[src/rtl/rtl_kernel_1_ctrl_pkg.sv]
// Shared constants for the kernel control-register slave: register offsets,
// CTRL/IER bit positions, FSM state encodings and a byte-strobe merge helper.
package rtl_kernel_1_ctrl_pkg;

  localparam logic [5:0] ADDR_CTRL     = 6'h00;
  localparam logic [5:0] ADDR_GIE      = 6'h04;
  localparam logic [5:0] ADDR_IER      = 6'h08;
  localparam logic [5:0] ADDR_ISR      = 6'h0C;
  localparam logic [5:0] ADDR_SCALAR00 = 6'h10;
  localparam logic [5:0] ADDR_A_LO     = 6'h18;
  localparam logic [5:0] ADDR_A_HI     = 6'h1C;
  localparam logic [5:0] ADDR_B_LO     = 6'h24;
  localparam logic [5:0] ADDR_B_HI     = 6'h28;

  localparam int CTRL_START = 0;
  localparam int CTRL_DONE  = 1;
  localparam int CTRL_IDLE  = 2;
  localparam int CTRL_READY = 3;
  localparam int CTRL_AUTO  = 7;

  localparam int IER_DONE  = 0;
  localparam int IER_READY = 1;

  typedef enum logic [1:0] {WRIDLE, WRDATA, WRRESP} wr_state_t;
  typedef enum logic       {RDIDLE, RDDATA} rd_state_t;

  // Merge new data into an existing word, byte lane by byte lane.
  function automatic logic [31:0] apply_strb(input logic [31:0] old,
                                             input logic [31:0] data,
                                             input logic [3:0]  strb);
    logic [31:0] r;
    r = old;
    for (int i = 0; i < 4; i++)
      if (strb[i]) r[8*i +: 8] = data[8*i +: 8];
    return r;
  endfunction

endpackage

[src/rtl/rtl_kernel_1_ctrl_if.sv]
// AXI4-Lite control bus bundle between the host-side master and the
// kernel control-register slave.
interface rtl_kernel_1_ctrl_if #(
  parameter int ADDR_W = 12,
  parameter int DATA_W = 32
);
  logic              awvalid, awready;
  logic [ADDR_W-1:0] awaddr;
  logic              wvalid, wready;
  logic [DATA_W-1:0] wdata;
  logic [DATA_W/8-1:0] wstrb;
  logic              bvalid, bready;
  logic [1:0]        bresp;
  logic              arvalid, arready;
  logic [ADDR_W-1:0] araddr;
  logic              rvalid, rready;
  logic [DATA_W-1:0] rdata;
  logic [1:0]        rresp;

  modport master (
    output awvalid, awaddr, wvalid, wdata, wstrb, bready, arvalid, araddr, rready,
    input  awready, wready, bvalid, bresp, arready, rvalid, rdata, rresp
  );

  modport slave (
    input  awvalid, awaddr, wvalid, wdata, wstrb, bready, arvalid, araddr, rready,
    output awready, wready, bvalid, bresp, arready, rvalid, rdata, rresp
  );
endinterface

[src/rtl/rtl_kernel_1_ctrl_irq.sv]
// Interrupt block: GIE/IER/ISR registers and the registered level interrupt.
// Only instantiated when RTL_KERNEL_1_CTRL_IRQ_EN is defined.
module rtl_kernel_1_ctrl_irq
  import rtl_kernel_1_ctrl_pkg::*;
(
  input  logic        clk,
  input  logic        rst_n,
  input  logic        wr_en,
  input  logic [5:0]  wr_addr,
  input  logic [1:0]  wdata,
  input  logic        wstrb0,
  input  logic [5:0]  rd_addr,
  input  logic        ap_done,
  input  logic        ap_ready,
  output logic [31:0] rd_data,
  output logic        interrupt
);
  logic       gie;
  logic [1:0] ier, isr, isr_nxt, pulse;

  assign pulse[IER_DONE]  = ap_done  & ier[IER_DONE];
  assign pulse[IER_READY] = ap_ready & ier[IER_READY];

  // ISR: host write of 1 toggles a bit, an enabled kernel pulse sets it (pulse wins)
  always_comb begin
    isr_nxt = isr;
    if (wr_en && wstrb0 && wr_addr == ADDR_ISR) isr_nxt = isr ^ wdata;
    isr_nxt = isr_nxt | pulse;
  end

  // Register state; interrupt is computed from next ISR so it follows the pulse by one cycle
  always_ff @(posedge clk or negedge rst_n) begin
    if (!rst_n) begin
      gie       <= 1'b0;
      ier       <= '0;
      isr       <= '0;
      interrupt <= 1'b0;
    end else begin
      if (wr_en && wstrb0 && wr_addr == ADDR_GIE) gie <= wdata[0];
      if (wr_en && wstrb0 && wr_addr == ADDR_IER) ier <= wdata;
      isr       <= isr_nxt;
      interrupt <= gie & (|isr_nxt);
    end
  end

  // Read-back mux for the three interrupt registers
  always_comb begin
    rd_data = '0;
    case (rd_addr)
      ADDR_GIE: rd_data[0]   = gie;
      ADDR_IER: rd_data[1:0] = ier;
      ADDR_ISR: rd_data[1:0] = isr;
      default:  rd_data      = '0;
    endcase
  end
endmodule

[src/rtl/rtl_kernel_1_ctrl_regs.sv]
// AXI4-Lite control slave for the RTL kernel: ap_ctrl_hs handshake, argument
// registers scalar00/A/B and completion status. Optional interrupt logic is
// enabled by defining RTL_KERNEL_1_CTRL_IRQ_EN.
module rtl_kernel_1_ctrl_regs
  import rtl_kernel_1_ctrl_pkg::*;
#(
  parameter int C_S_AXI_ADDR_WIDTH = 12,
  parameter int C_S_AXI_DATA_WIDTH = 32
) (
  input  logic               ap_clk,
  input  logic               ap_rst_n,
  rtl_kernel_1_ctrl_if.slave s_axi_control,
  output logic               interrupt,
  output logic               ap_start,
  input  logic               ap_done,
  input  logic               ap_ready,
  input  logic               ap_idle,
  output logic [31:0]        scalar00,
  output logic [63:0]        A,
  output logic [63:0]        B
);
  wr_state_t wr_state, wr_nxt;
  rd_state_t rd_state, rd_nxt;
  logic [5:0] waddr;
  logic aw_hs, w_hs, ar_hs, ctrl_wr, ctrl_rd;
  logic auto_restart, done_lat, ready_lat;
  logic [C_S_AXI_DATA_WIDTH-1:0] rdata_q, rdata_nxt, irq_rdata;
  logic unused_addr;

  // Only the low six address bits are decoded
  assign unused_addr = ^{s_axi_control.awaddr[C_S_AXI_ADDR_WIDTH-1:6],
                         s_axi_control.araddr[C_S_AXI_ADDR_WIDTH-1:6]};

  assign s_axi_control.awready = (wr_state == WRIDLE);
  assign s_axi_control.wready  = (wr_state == WRDATA);
  assign s_axi_control.bvalid  = (wr_state == WRRESP);
  assign s_axi_control.bresp   = 2'b00;
  assign s_axi_control.arready = (rd_state == RDIDLE);
  assign s_axi_control.rvalid  = (rd_state == RDDATA);
  assign s_axi_control.rresp   = 2'b00;
  assign s_axi_control.rdata   = rdata_q;

  assign aw_hs   = s_axi_control.awvalid & s_axi_control.awready;
  assign w_hs    = s_axi_control.wvalid  & s_axi_control.wready;
  assign ar_hs   = s_axi_control.arvalid & s_axi_control.arready;
  assign ctrl_wr = w_hs && waddr == ADDR_CTRL && s_axi_control.wstrb[0];
  assign ctrl_rd = ar_hs && s_axi_control.araddr[5:0] == ADDR_CTRL;

  // FSM state registers
  always_ff @(posedge ap_clk or negedge ap_rst_n) begin
    if (!ap_rst_n) begin
      wr_state <= WRIDLE;
      rd_state <= RDIDLE;
    end else begin
      wr_state <= wr_nxt;
      rd_state <= rd_nxt;
    end
  end

  // Write channel sequencing: address, then data, then response
  always_comb begin
    wr_nxt = wr_state;
    case (wr_state)
      WRIDLE:  if (s_axi_control.awvalid) wr_nxt = WRDATA;
      WRDATA:  if (s_axi_control.wvalid)  wr_nxt = WRRESP;
      WRRESP:  if (s_axi_control.bready)  wr_nxt = WRIDLE;
      default: wr_nxt = WRIDLE;
    endcase
  end

  // Read channel sequencing: address, then data held until accepted
  always_comb begin
    rd_nxt = rd_state;
    case (rd_state)
      RDIDLE:  if (s_axi_control.arvalid) rd_nxt = RDDATA;
      RDDATA:  if (s_axi_control.rready)  rd_nxt = RDIDLE;
      default: rd_nxt = RDIDLE;
    endcase
  end

  // Capture the write address for the data phase
  always_ff @(posedge ap_clk or negedge ap_rst_n) begin
    if (!ap_rst_n)  waddr <= '0;
    else if (aw_hs) waddr <= s_axi_control.awaddr[5:0];
  end

  // Kernel handshake: host sets ap_start, kernel ready clears it unless auto-restarting
  always_ff @(posedge ap_clk or negedge ap_rst_n) begin
    if (!ap_rst_n) begin
      ap_start     <= 1'b0;
      auto_restart <= 1'b0;
      done_lat     <= 1'b0;
      ready_lat    <= 1'b0;
    end else begin
      if (ctrl_wr && s_axi_control.wdata[CTRL_START]) ap_start <= 1'b1;
      else if (ap_ready && !auto_restart)               ap_start <= 1'b0;
      if (ctrl_wr) auto_restart <= s_axi_control.wdata[CTRL_AUTO];
      // a status pulse in the same cycle as the clearing read keeps the bit set
      if (ap_done)      done_lat  <= 1'b1;
      else if (ctrl_rd) done_lat  <= 1'b0;
      if (ap_ready)     ready_lat <= 1'b1;
      else if (ctrl_rd) ready_lat <= 1'b0;
    end
  end

  // Kernel argument registers, byte-granular
  always_ff @(posedge ap_clk or negedge ap_rst_n) begin
    if (!ap_rst_n) begin
      scalar00 <= '0;
      A        <= '0;
      B        <= '0;
    end else if (w_hs) begin
      case (waddr)
        ADDR_SCALAR00: scalar00 <= apply_strb(scalar00, s_axi_control.wdata, s_axi_control.wstrb);
        ADDR_A_LO: A[31:0]  <= apply_strb(A[31:0],  s_axi_control.wdata, s_axi_control.wstrb);
        ADDR_A_HI: A[63:32] <= apply_strb(A[63:32], s_axi_control.wdata, s_axi_control.wstrb);
        ADDR_B_LO: B[31:0]  <= apply_strb(B[31:0],  s_axi_control.wdata, s_axi_control.wstrb);
        ADDR_B_HI: B[63:32] <= apply_strb(B[63:32], s_axi_control.wdata, s_axi_control.wstrb);
        default: ;
      endcase
    end
  end

  // Read-data mux; unmapped offsets fall through to the interrupt block (zero when absent)
  always_comb begin
    rdata_nxt = '0;
    case (s_axi_control.araddr[5:0])
      ADDR_CTRL: begin
        rdata_nxt[CTRL_START] = ap_start;
        rdata_nxt[CTRL_DONE]  = done_lat;
        rdata_nxt[CTRL_IDLE]  = ap_idle;
        rdata_nxt[CTRL_READY] = ready_lat;
        rdata_nxt[CTRL_AUTO]  = auto_restart;
      end
      ADDR_SCALAR00: rdata_nxt = scalar00;
      ADDR_A_LO:     rdata_nxt = A[31:0];
      ADDR_A_HI:     rdata_nxt = A[63:32];
      ADDR_B_LO:     rdata_nxt = B[31:0];
      ADDR_B_HI:     rdata_nxt = B[63:32];
      default:       rdata_nxt = irq_rdata;
    endcase
  end

  // Read data is sampled at the address handshake and held through RDDATA
  always_ff @(posedge ap_clk or negedge ap_rst_n) begin
    if (!ap_rst_n)  rdata_q <= '0;
    else if (ar_hs) rdata_q <= rdata_nxt;
  end

`ifdef RTL_KERNEL_1_CTRL_IRQ_EN
  rtl_kernel_1_ctrl_irq u_irq (
    .clk       (ap_clk),
    .rst_n     (ap_rst_n),
    .wr_en     (w_hs),
    .wr_addr   (waddr),
    .wdata     (s_axi_control.wdata[1:0]),
    .wstrb0    (s_axi_control.wstrb[0]),
    .rd_addr   (s_axi_control.araddr[5:0]),
    .ap_done   (ap_done),
    .ap_ready  (ap_ready),
    .rd_data   (irq_rdata),
    .interrupt (interrupt)
  );
`else
  assign irq_rdata = '0;
  assign interrupt = 1'b0;
`endif
endmodule

[src/flat_wrapper.sv]
// flat-port wrapper written by rule: the top's interface ports become plain ports
module rtl_kernel_1_ctrl_regs_flat import rtl_kernel_1_ctrl_pkg::*;
#(
  parameter int C_S_AXI_ADDR_WIDTH = 12,
  parameter int C_S_AXI_DATA_WIDTH = 32
)
  (ap_clk, ap_rst_n, interrupt, ap_start, ap_done, ap_ready, ap_idle, scalar00, A, B, s_axi_control_awvalid, s_axi_control_awaddr, s_axi_control_wvalid, s_axi_control_wdata, s_axi_control_wstrb, s_axi_control_bready, s_axi_control_arvalid, s_axi_control_araddr, s_axi_control_rready, s_axi_control_awready, s_axi_control_wready, s_axi_control_bvalid, s_axi_control_bresp, s_axi_control_arready, s_axi_control_rvalid, s_axi_control_rdata, s_axi_control_rresp);
  rtl_kernel_1_ctrl_if #(.ADDR_W(12), .DATA_W(32)) s_axi_control_i ();
  input  logic ap_clk;
  input  logic ap_rst_n;
  output logic interrupt;
  output logic ap_start;
  input  logic ap_done;
  input  logic ap_ready;
  input  logic ap_idle;
  output logic [31:0] scalar00;
  output logic [63:0] A;
  output logic [63:0] B;
  input wire logic [$bits(s_axi_control_i.awvalid)-1:0] s_axi_control_awvalid;
  input wire logic [$bits(s_axi_control_i.awaddr)-1:0] s_axi_control_awaddr;
  input wire logic [$bits(s_axi_control_i.wvalid)-1:0] s_axi_control_wvalid;
  input wire logic [$bits(s_axi_control_i.wdata)-1:0] s_axi_control_wdata;
  input wire logic [$bits(s_axi_control_i.wstrb)-1:0] s_axi_control_wstrb;
  input wire logic [$bits(s_axi_control_i.bready)-1:0] s_axi_control_bready;
  input wire logic [$bits(s_axi_control_i.arvalid)-1:0] s_axi_control_arvalid;
  input wire logic [$bits(s_axi_control_i.araddr)-1:0] s_axi_control_araddr;
  input wire logic [$bits(s_axi_control_i.rready)-1:0] s_axi_control_rready;
  output wire logic [$bits(s_axi_control_i.awready)-1:0] s_axi_control_awready;
  output wire logic [$bits(s_axi_control_i.wready)-1:0] s_axi_control_wready;
  output wire logic [$bits(s_axi_control_i.bvalid)-1:0] s_axi_control_bvalid;
  output wire logic [$bits(s_axi_control_i.bresp)-1:0] s_axi_control_bresp;
  output wire logic [$bits(s_axi_control_i.arready)-1:0] s_axi_control_arready;
  output wire logic [$bits(s_axi_control_i.rvalid)-1:0] s_axi_control_rvalid;
  output wire logic [$bits(s_axi_control_i.rdata)-1:0] s_axi_control_rdata;
  output wire logic [$bits(s_axi_control_i.rresp)-1:0] s_axi_control_rresp;
  assign s_axi_control_i.awvalid = s_axi_control_awvalid;
  assign s_axi_control_i.awaddr = s_axi_control_awaddr;
  assign s_axi_control_i.wvalid = s_axi_control_wvalid;
  assign s_axi_control_i.wdata = s_axi_control_wdata;
  assign s_axi_control_i.wstrb = s_axi_control_wstrb;
  assign s_axi_control_i.bready = s_axi_control_bready;
  assign s_axi_control_i.arvalid = s_axi_control_arvalid;
  assign s_axi_control_i.araddr = s_axi_control_araddr;
  assign s_axi_control_i.rready = s_axi_control_rready;
  assign s_axi_control_awready = s_axi_control_i.awready;
  assign s_axi_control_wready = s_axi_control_i.wready;
  assign s_axi_control_bvalid = s_axi_control_i.bvalid;
  assign s_axi_control_bresp = s_axi_control_i.bresp;
  assign s_axi_control_arready = s_axi_control_i.arready;
  assign s_axi_control_rvalid = s_axi_control_i.rvalid;
  assign s_axi_control_rdata = s_axi_control_i.rdata;
  assign s_axi_control_rresp = s_axi_control_i.rresp;
  rtl_kernel_1_ctrl_regs #(.C_S_AXI_ADDR_WIDTH(C_S_AXI_ADDR_WIDTH), .C_S_AXI_DATA_WIDTH(C_S_AXI_DATA_WIDTH)) u_core (.ap_clk(ap_clk), .ap_rst_n(ap_rst_n), .s_axi_control(s_axi_control_i), .interrupt(interrupt), .ap_start(ap_start), .ap_done(ap_done), .ap_ready(ap_ready), .ap_idle(ap_idle), .scalar00(scalar00), .A(A), .B(B));
endmodule
[config.mk]
export PLATFORM = sky130hd
export DESIGN_NAME = rtl_kernel_1_ctrl_regs_flat
export DESIGN_NICKNAME = d
export VERILOG_FILES = /design/src/rtl/rtl_kernel_1_ctrl_pkg.sv /design/src/rtl/rtl_kernel_1_ctrl_if.sv /design/src/rtl/rtl_kernel_1_ctrl_irq.sv /design/src/rtl/rtl_kernel_1_ctrl_regs.sv /design/src/flat_wrapper.sv
export SDC_FILE = /design/constraint.sdc
export NUM_CORES = 1
export LEC_CHECK = 0
export BUFFER_PORTS_ARGS = -buffer_cell sky130_fd_sc_hd__clkbuf_2
export CORE_MARGIN = 5
export CORE_UTILIZATION = 52
export DETAILED_ROUTE_END_ITERATION = 7
export HOLD_SLACK_MARGIN = 0.02
export PLACE_DENSITY = 0.82
export SLEW_MARGIN = 20
export SYNTH_ARGS = -nofsm -noshare
export SYNTH_HDL_FRONTEND = slang
export SYNTH_HIERARCHICAL = 1
export SYNTH_SLANG_ARGS = --single-unit
[constraint.sdc]
create_clock -name ap_clk -period 1.95 [get_ports ap_clk]
set_input_delay 0.39 -clock ap_clk [delete_from_list [all_inputs] [get_ports ap_clk]]
set_output_delay 0.39 -clock ap_clk [all_outputs]
set_load 0.1 [all_outputs]
* Yosys cells after proc, flatten, opt, wreduce, memory -nomap -nowiden
Cells that the tools add are included.
W data, S select, Z words.
** Word-level totals
- Bits in registers :: 205
- Bits in latches :: 0
- Bits in writable memories :: 0
- ROM bits :: 0
- Input port bits :: 70
- Logic and storage cells :: 96
- Memories kept :: 0
** Cells by class
- $add $sub $neg :: 0
- Multiply operators :: 0
- Divide/modulo/power cells :: 0
- Magnitude comparators :: 0
- Eq/ne operators :: 15
- Shifts and indexed selects :: 0
- Multiplexer cells :: 16
- Bitwise operators :: 4
- Reduce and logical (&&, ||, !) cells :: 33
** Operators with widths (number)
- $pmux W24 S5 :: 1
- $reduce_and A3 Y1 :: 21
- $eq A6 B5 Y1 const B :: 6
- $eq A6 B6 Y1 const B :: 4
- $pmux W4 S6 :: 1
- $pmux W3 S5 :: 1
- $logic_not A6 Y1 :: 2
- $mux W1 :: 7
- $mux W2 :: 3
- $ne A2 B2 Y1 const B :: 3
- $pmux W1 S6 :: 1
- $pmux W2 S3 :: 1
- $reduce_bool A2 Y1 :: 3
- $logic_and A1 B1 Y1 :: 5
- $and A1 B1 Y1 :: 3
- $eq A2 B1 Y1 const B :: 1
- $eq A2 B2 Y1 const B :: 1
- $logic_not A2 Y1 :: 1
- $pmux W1 S2 :: 1
- $logic_not A1 Y1 :: 1
- $not A1 Y1 :: 1

* Depth between registers and ports, before layout
- Depth after elaboration :: 6
- Depth in mapped cells :: 7
- Depth with buffers taken out :: 4

* Worst setup path before layout
No wires, ideal clock.
- Kind :: register -> register
- From :: register u_core.wr_state[1]
- To :: register u_core.waddr[0]
- Setup time :: 0.125 ns
- Arrival :: 2.517 ns
- Slack :: -0.692 ns
- Stages on the path, launching flop included :: 5
- Buffers on the path :: 1
- Path through :: dfrtp_1 > nor2_1 > and2_1 > clkbuf_1 > mux2_2
** Between the ends
- Longest elaborated chain between the ends :: 2
** Ends and longest elaborated chain
- from (decl) :: RTL line rtl_kernel_1_ctrl_regs.sv:22 : wr_state_t wr_state, wr_nxt;
- from (signal assigned) :: RTL line rtl_kernel_1_ctrl_regs.sv:55 : wr_state <= wr_nxt;
- $logic_not A2 Y1 :: RTL line rtl_kernel_1_ctrl_regs.sv:34 : assign s_axi_control.awready = (wr_state == WRIDLE);
- net s_axi_control_awready :: RTL line flat_wrapper.sv:28 : output wire logic [$bits(s_axi_control_i.awready)-1:0] s_axi_control_awready;
- $and A1 B1 Y1 :: RTL line rtl_kernel_1_ctrl_regs.sv:43 : assign aw_hs = s_axi_control.awvalid & s_axi_control.awready;
- to (signal assigned) :: RTL line rtl_kernel_1_ctrl_regs.sv:84 : else if (aw_hs) waddr <= s_axi_control.awaddr[5:0];
- to (decl) :: RTL line rtl_kernel_1_ctrl_regs.sv:24 : logic [5:0] waddr;
The timed path passes the listed nets, and every way through them passes these cells.
A chain may end at the register's enable or synchronous reset.

* Worst setup path after layout
- From :: register u_core.wr_state[0]
- To :: output port s_axi_control_bvalid
** Between the ends
- Longest elaborated chain between the ends :: 1
** Ends and longest elaborated chain
- $eq A2 B2 Y1 :: RTL line rtl_kernel_1_ctrl_regs.sv:36 : assign s_axi_control.bvalid = (wr_state == WRRESP);
- to (decl) :: RTL line flat_wrapper.sv:30 : output wire logic [$bits(s_axi_control_i.bvalid)-1:0] s_axi_control_bvalid;
Every way passes these cells.

==> impl_metrics.py <==
metrics = {
    "route": {
        "drc_errors": 0,
        "drtIter0Drc": 372,
        "wl_um": 26200,
        "ant_nets": 0,
        "topRoutingLayerUsed": "met5",
        "vias_per_cell": 5.81,
        "dr.pass1.iters": 5,
        "num_vias": 7122,
        "wl_met2_um": 13000,
        "wl_per_cell_um": 21.4,
        "wl_met3_um": 2210,
        "met1Wirelength_um": 10100,
    },
    "critical_path": {
        "crit_family": "buffers and inverters",
        "path_depth": 3,
        "end_kind": "output port",
        "cp.required_ns": 1.56,
        "r2r-start": "u_core/wr_state[1]",
        "cpPeakStageDelay_ns": 0.37,
        "worstPathArrival_ns": 1.49,
        "crit_end": "s_axi_control_bvalid",
        "critical_path_class": "flip-flop to output port",
        "reg2reg_to": "u_core/A[15]",
        "path_cells": "buf_4, nor2b_2, clkbuf_4",
        "timing.critical_path.buf_inv": 2,
        "setup.worst_path.start_class": "flip-flop",
        "crit_path_max_fanout": 4,
        "r2r_cells": 5,
        "ff2ff_setup_slack_ns": 0.09,
        "critPathLaunch": "u_core/wr_state[0]",
        "crit_path_top_delay_cell": "dfrtp_1",
    },
    "timing": {
        "drv_slew": 0,
        "tns_ns": 0,
        "tightest_slew_ns": 1.07,
        "grt_setup_unrepaired": "no",
        "period_minus_slack_ns": 1.88,
        "slew_headroom_pct": 28.5,
        "period_share_pct": 96.2,
        "setup_viol": 0,
        "finalHoldViolations": 0,
        "fin_skew_ns": 0.0112,
        "fmax_mhz": 533,
    },
    "placed_design": {
        "dp_hpwl_um": 18800,
        "dp.cells": 1188,
        "gp_routability_congestion": 0.832,
        "io_buffers": 255,
    },
    "clock_tree": {
        "clk_root_buffer_cell": "clkbuf_16",
        "postCtsSetupBuffers": 0,
        "clk_pin_slew_ns": 0.06,
        "clock-sinks": 205,
        "tritoncts": "yes",
        "insertion_delay_ns": 0.50,
        "htreeDepth": 1,
        "clockBufferDepth": 3,
        "numCtsBuffers": 23,
    },
    "run": {
        "maxCapViolCount": 0,
    },
    "yosys": {
        "ys_seq_area_share_pct": 56.1,
        "ys_seq_elements": 205,
        "yosys_warnings": 6,
        "synth-async-reset-ratio_pct": 100,
        "synth_flop_cell": "dfrtp_1",
        "avgSynthCellArea_sq_um": 12.9,
        "yosysUniqueCellTypes": 36,
        "syn_area_sq_um": 9150,
        "synth_edf_count": 0,
        "synthCells": 707,
    },
    "die": {
        "fp-row-count": 48,
        "ioPinCount": 273,
        "die_w_um": 143,
        "start_util_pct": 52.9,
        "fp.dieH_um": 143,
        "dieArea_sq_um": 20300,
        "core_sq_um": 17300,
    },
    "power_and_ir_drop": {
        "p_int_mw": 8.86,
        "leakagePower_nw": 6.05,
        "switching_share_pct": 50.6,
        "irDropWorstVdd_mv": 1.14,
        "switching_power_mw": 9.08,
        "power.total_mw": 17.9,
        "power.density_nw_per_um2": 1530,
        "p_seq_share_pct": 31.9,
        "pwr-share-comb_pct": 45.6,
        "clock_power_share_pct": 22.5,
    },
    "layout": {
        "layout.nets": 1059,
        "antenna_cells": 0,
        "nFillCells": 1242,
        "drive_gt1_share_pct": 52.7,
        "area_growth_pct": 28.5,
        "instances_no_fill": 1226,
    },
    "grt": {
        "grt_pass1_wl_um": 41100,
        "overflow": 0,
        "antenna_found_initial": 1,
        "grt_use_total_pct": 25.5,
        "grt_start_max_net_pins": 54,
        "grt_pass1_vias": 7338,
    },
    "run_status": {
        "status": "complete, no violations",
    },
    "worst_hold_path": {
        "whs_path_depth": 2,
        "holdCritPathClass": "primary input to flip-flop",
    },
}
-- registers in the layout, indices dropped and copies added, names as in the netlist --
register / count
u_core/waddr: 6
u_core/A: 64
u_core/ready_lat: 1
u_core/wr_state: 2
u_core/done_lat: 1
u_core/B: 64
u_core/scalar00: 32
u_core/auto_restart: 1
u_core/ap_start: 1
u_core/s_axi_control.rvalid: 1
u_core/s_axi_control.rdata: 32
-- cell usage after synthesis (2+ instances only) --
library cell	n	share of area (%)
nand2_1	9	0.37
a31oi_1	5	0.34
and2_1	2	0.14
a22o_1	32	3.1
inv_1	5	0.21
and3b_1	2	0.19
buf_2	6	0.33
nor2_2	11	0.75
buf_6	2	0.25
nor4b_2	2	0.33
buf_4	8	0.66
mux2i_1	33	3.6
nand3_1	33	1.8
dfrtp_1	205	56
a21o_1	3	0.25
mux2_1	2	0.25
nand4b_1	2	0.19
a21oi_1	27	1.5
clkbuf_1	27	1.1
nor2_1	36	1.5
nand3_2	6	0.66
nor2b_1	5	0.34
mux2_2	165	20
o21ai_0	34	1.9
a22oi_1	32	2.6
nand2_4	3	0.37
-- layout by cell type (no fill, tap or decap), types with 2 or more instances in the layout --
cell type and n:
clkbuf_2 250, dfrtp_1 204, mux2_2 165, nor2_1 35, o21ai_0 34, nand3_1 33
mux2i_1 33, a22o_1 32, a22oi_1 32, buf_4 30, a21oi_1 27, clkbuf_16 23
nor2_2 12, buf_12 12, nand2_1 9, clkbuf_1 6, clkbuf_8 5, nand3_2 5
a31oi_1 5, conb_1 5, inv_1 4, clkbuf_4 3, nor2b_4 3, nand2_4 3
a21o_1 3, clkinv_2 2, nor2b_2 2, and3b_1 2, and2_1 2, nand4b_1 2
nor4b_4 2, mux2_1 2
-- cell type report --
class	count	area, sq um	area share, %
timing repair buffer	297	1760	15.0
clock inverter	4	48.8	0.415
multi-input combinational	457	3850	32.8
inverter	5	22.5	0.192
tap	225	282	2.40
clock buffer	33	653	5.56
sequential	205	5130	43.7
-- metal layers --
layer / track usage, % / up-vias
met5: 0 / -
met4: 7.70 / 2
met3: 5.63 / 72
met2: 43.8 / 342
met1: 32.6 / 3556
li1: - / 3150
-- power groups by stage --
stage	Clock, mW	Sequential [mW]	Combinational [mW]
2_1_floorplan	0	11.0	1.38
3_3_place_gp	0	5.74	8.10
3_5_place_dp	0	5.79	8.18
4_1_cts	4.12	5.72	8.20
5_1_grt	4.31	5.84	8.42
6_report	4.04	5.73	8.18
-- worst min path at each step --
stage                                     from                           to  slack, ns
after floorplan                       ap_rst_n                  u_core/A[0]       0.09
after global placement                ap_rst_n              u_core/waddr[1]       0.39
after detailed placement              ap_rst_n           u_core/wr_state[1]       0.39
after CTS                 s_axi_control_rready  u_core/s_axi_control.rvalid       0.05
after global routing      s_axi_control_rready  u_core/s_axi_control.rvalid       0.07
final                     s_axi_control_rready  u_core/s_axi_control.rvalid       0.07
-- logic make-up (layout without fill, tap and decap cells) --
logic type	Yosys count	in the layout	share of synthesized area, %
other cells	1	5	0.0410
mux	200	200	24.2
simple gates	118	118	7.45
flops	205	205	56.1
compound gates	134	134	9.70
buf+inv	49	339	2.58
-- through the flow --
stage | utilization, % | instance area (sq um) | setup slack (ns) | hold WS [ns]
global placement | 63.8 | 11000 | 0.0348 | 0.392
global route | 68.0 | 11800 | 0.0114 | 0.0670
CTS | 67.9 | 11700 | 0.0506 | 0.0478
floorplan | - | 9180 | -0.209 | 0.0944
detailed placement | 63.8 | 11000 | -0.0289 | 0.392
finish | 68.0 | 11800 | 0.0747 | 0.0694
-- repair_timing --
action	4_1_cts	5_1_grt
resized for setup	3	1
hold endpoints to repair	47	0
endpoints found under the setup margin	3	8
hold buffers	1	0
Note: power is estimated with default switching activity, not from simulation.
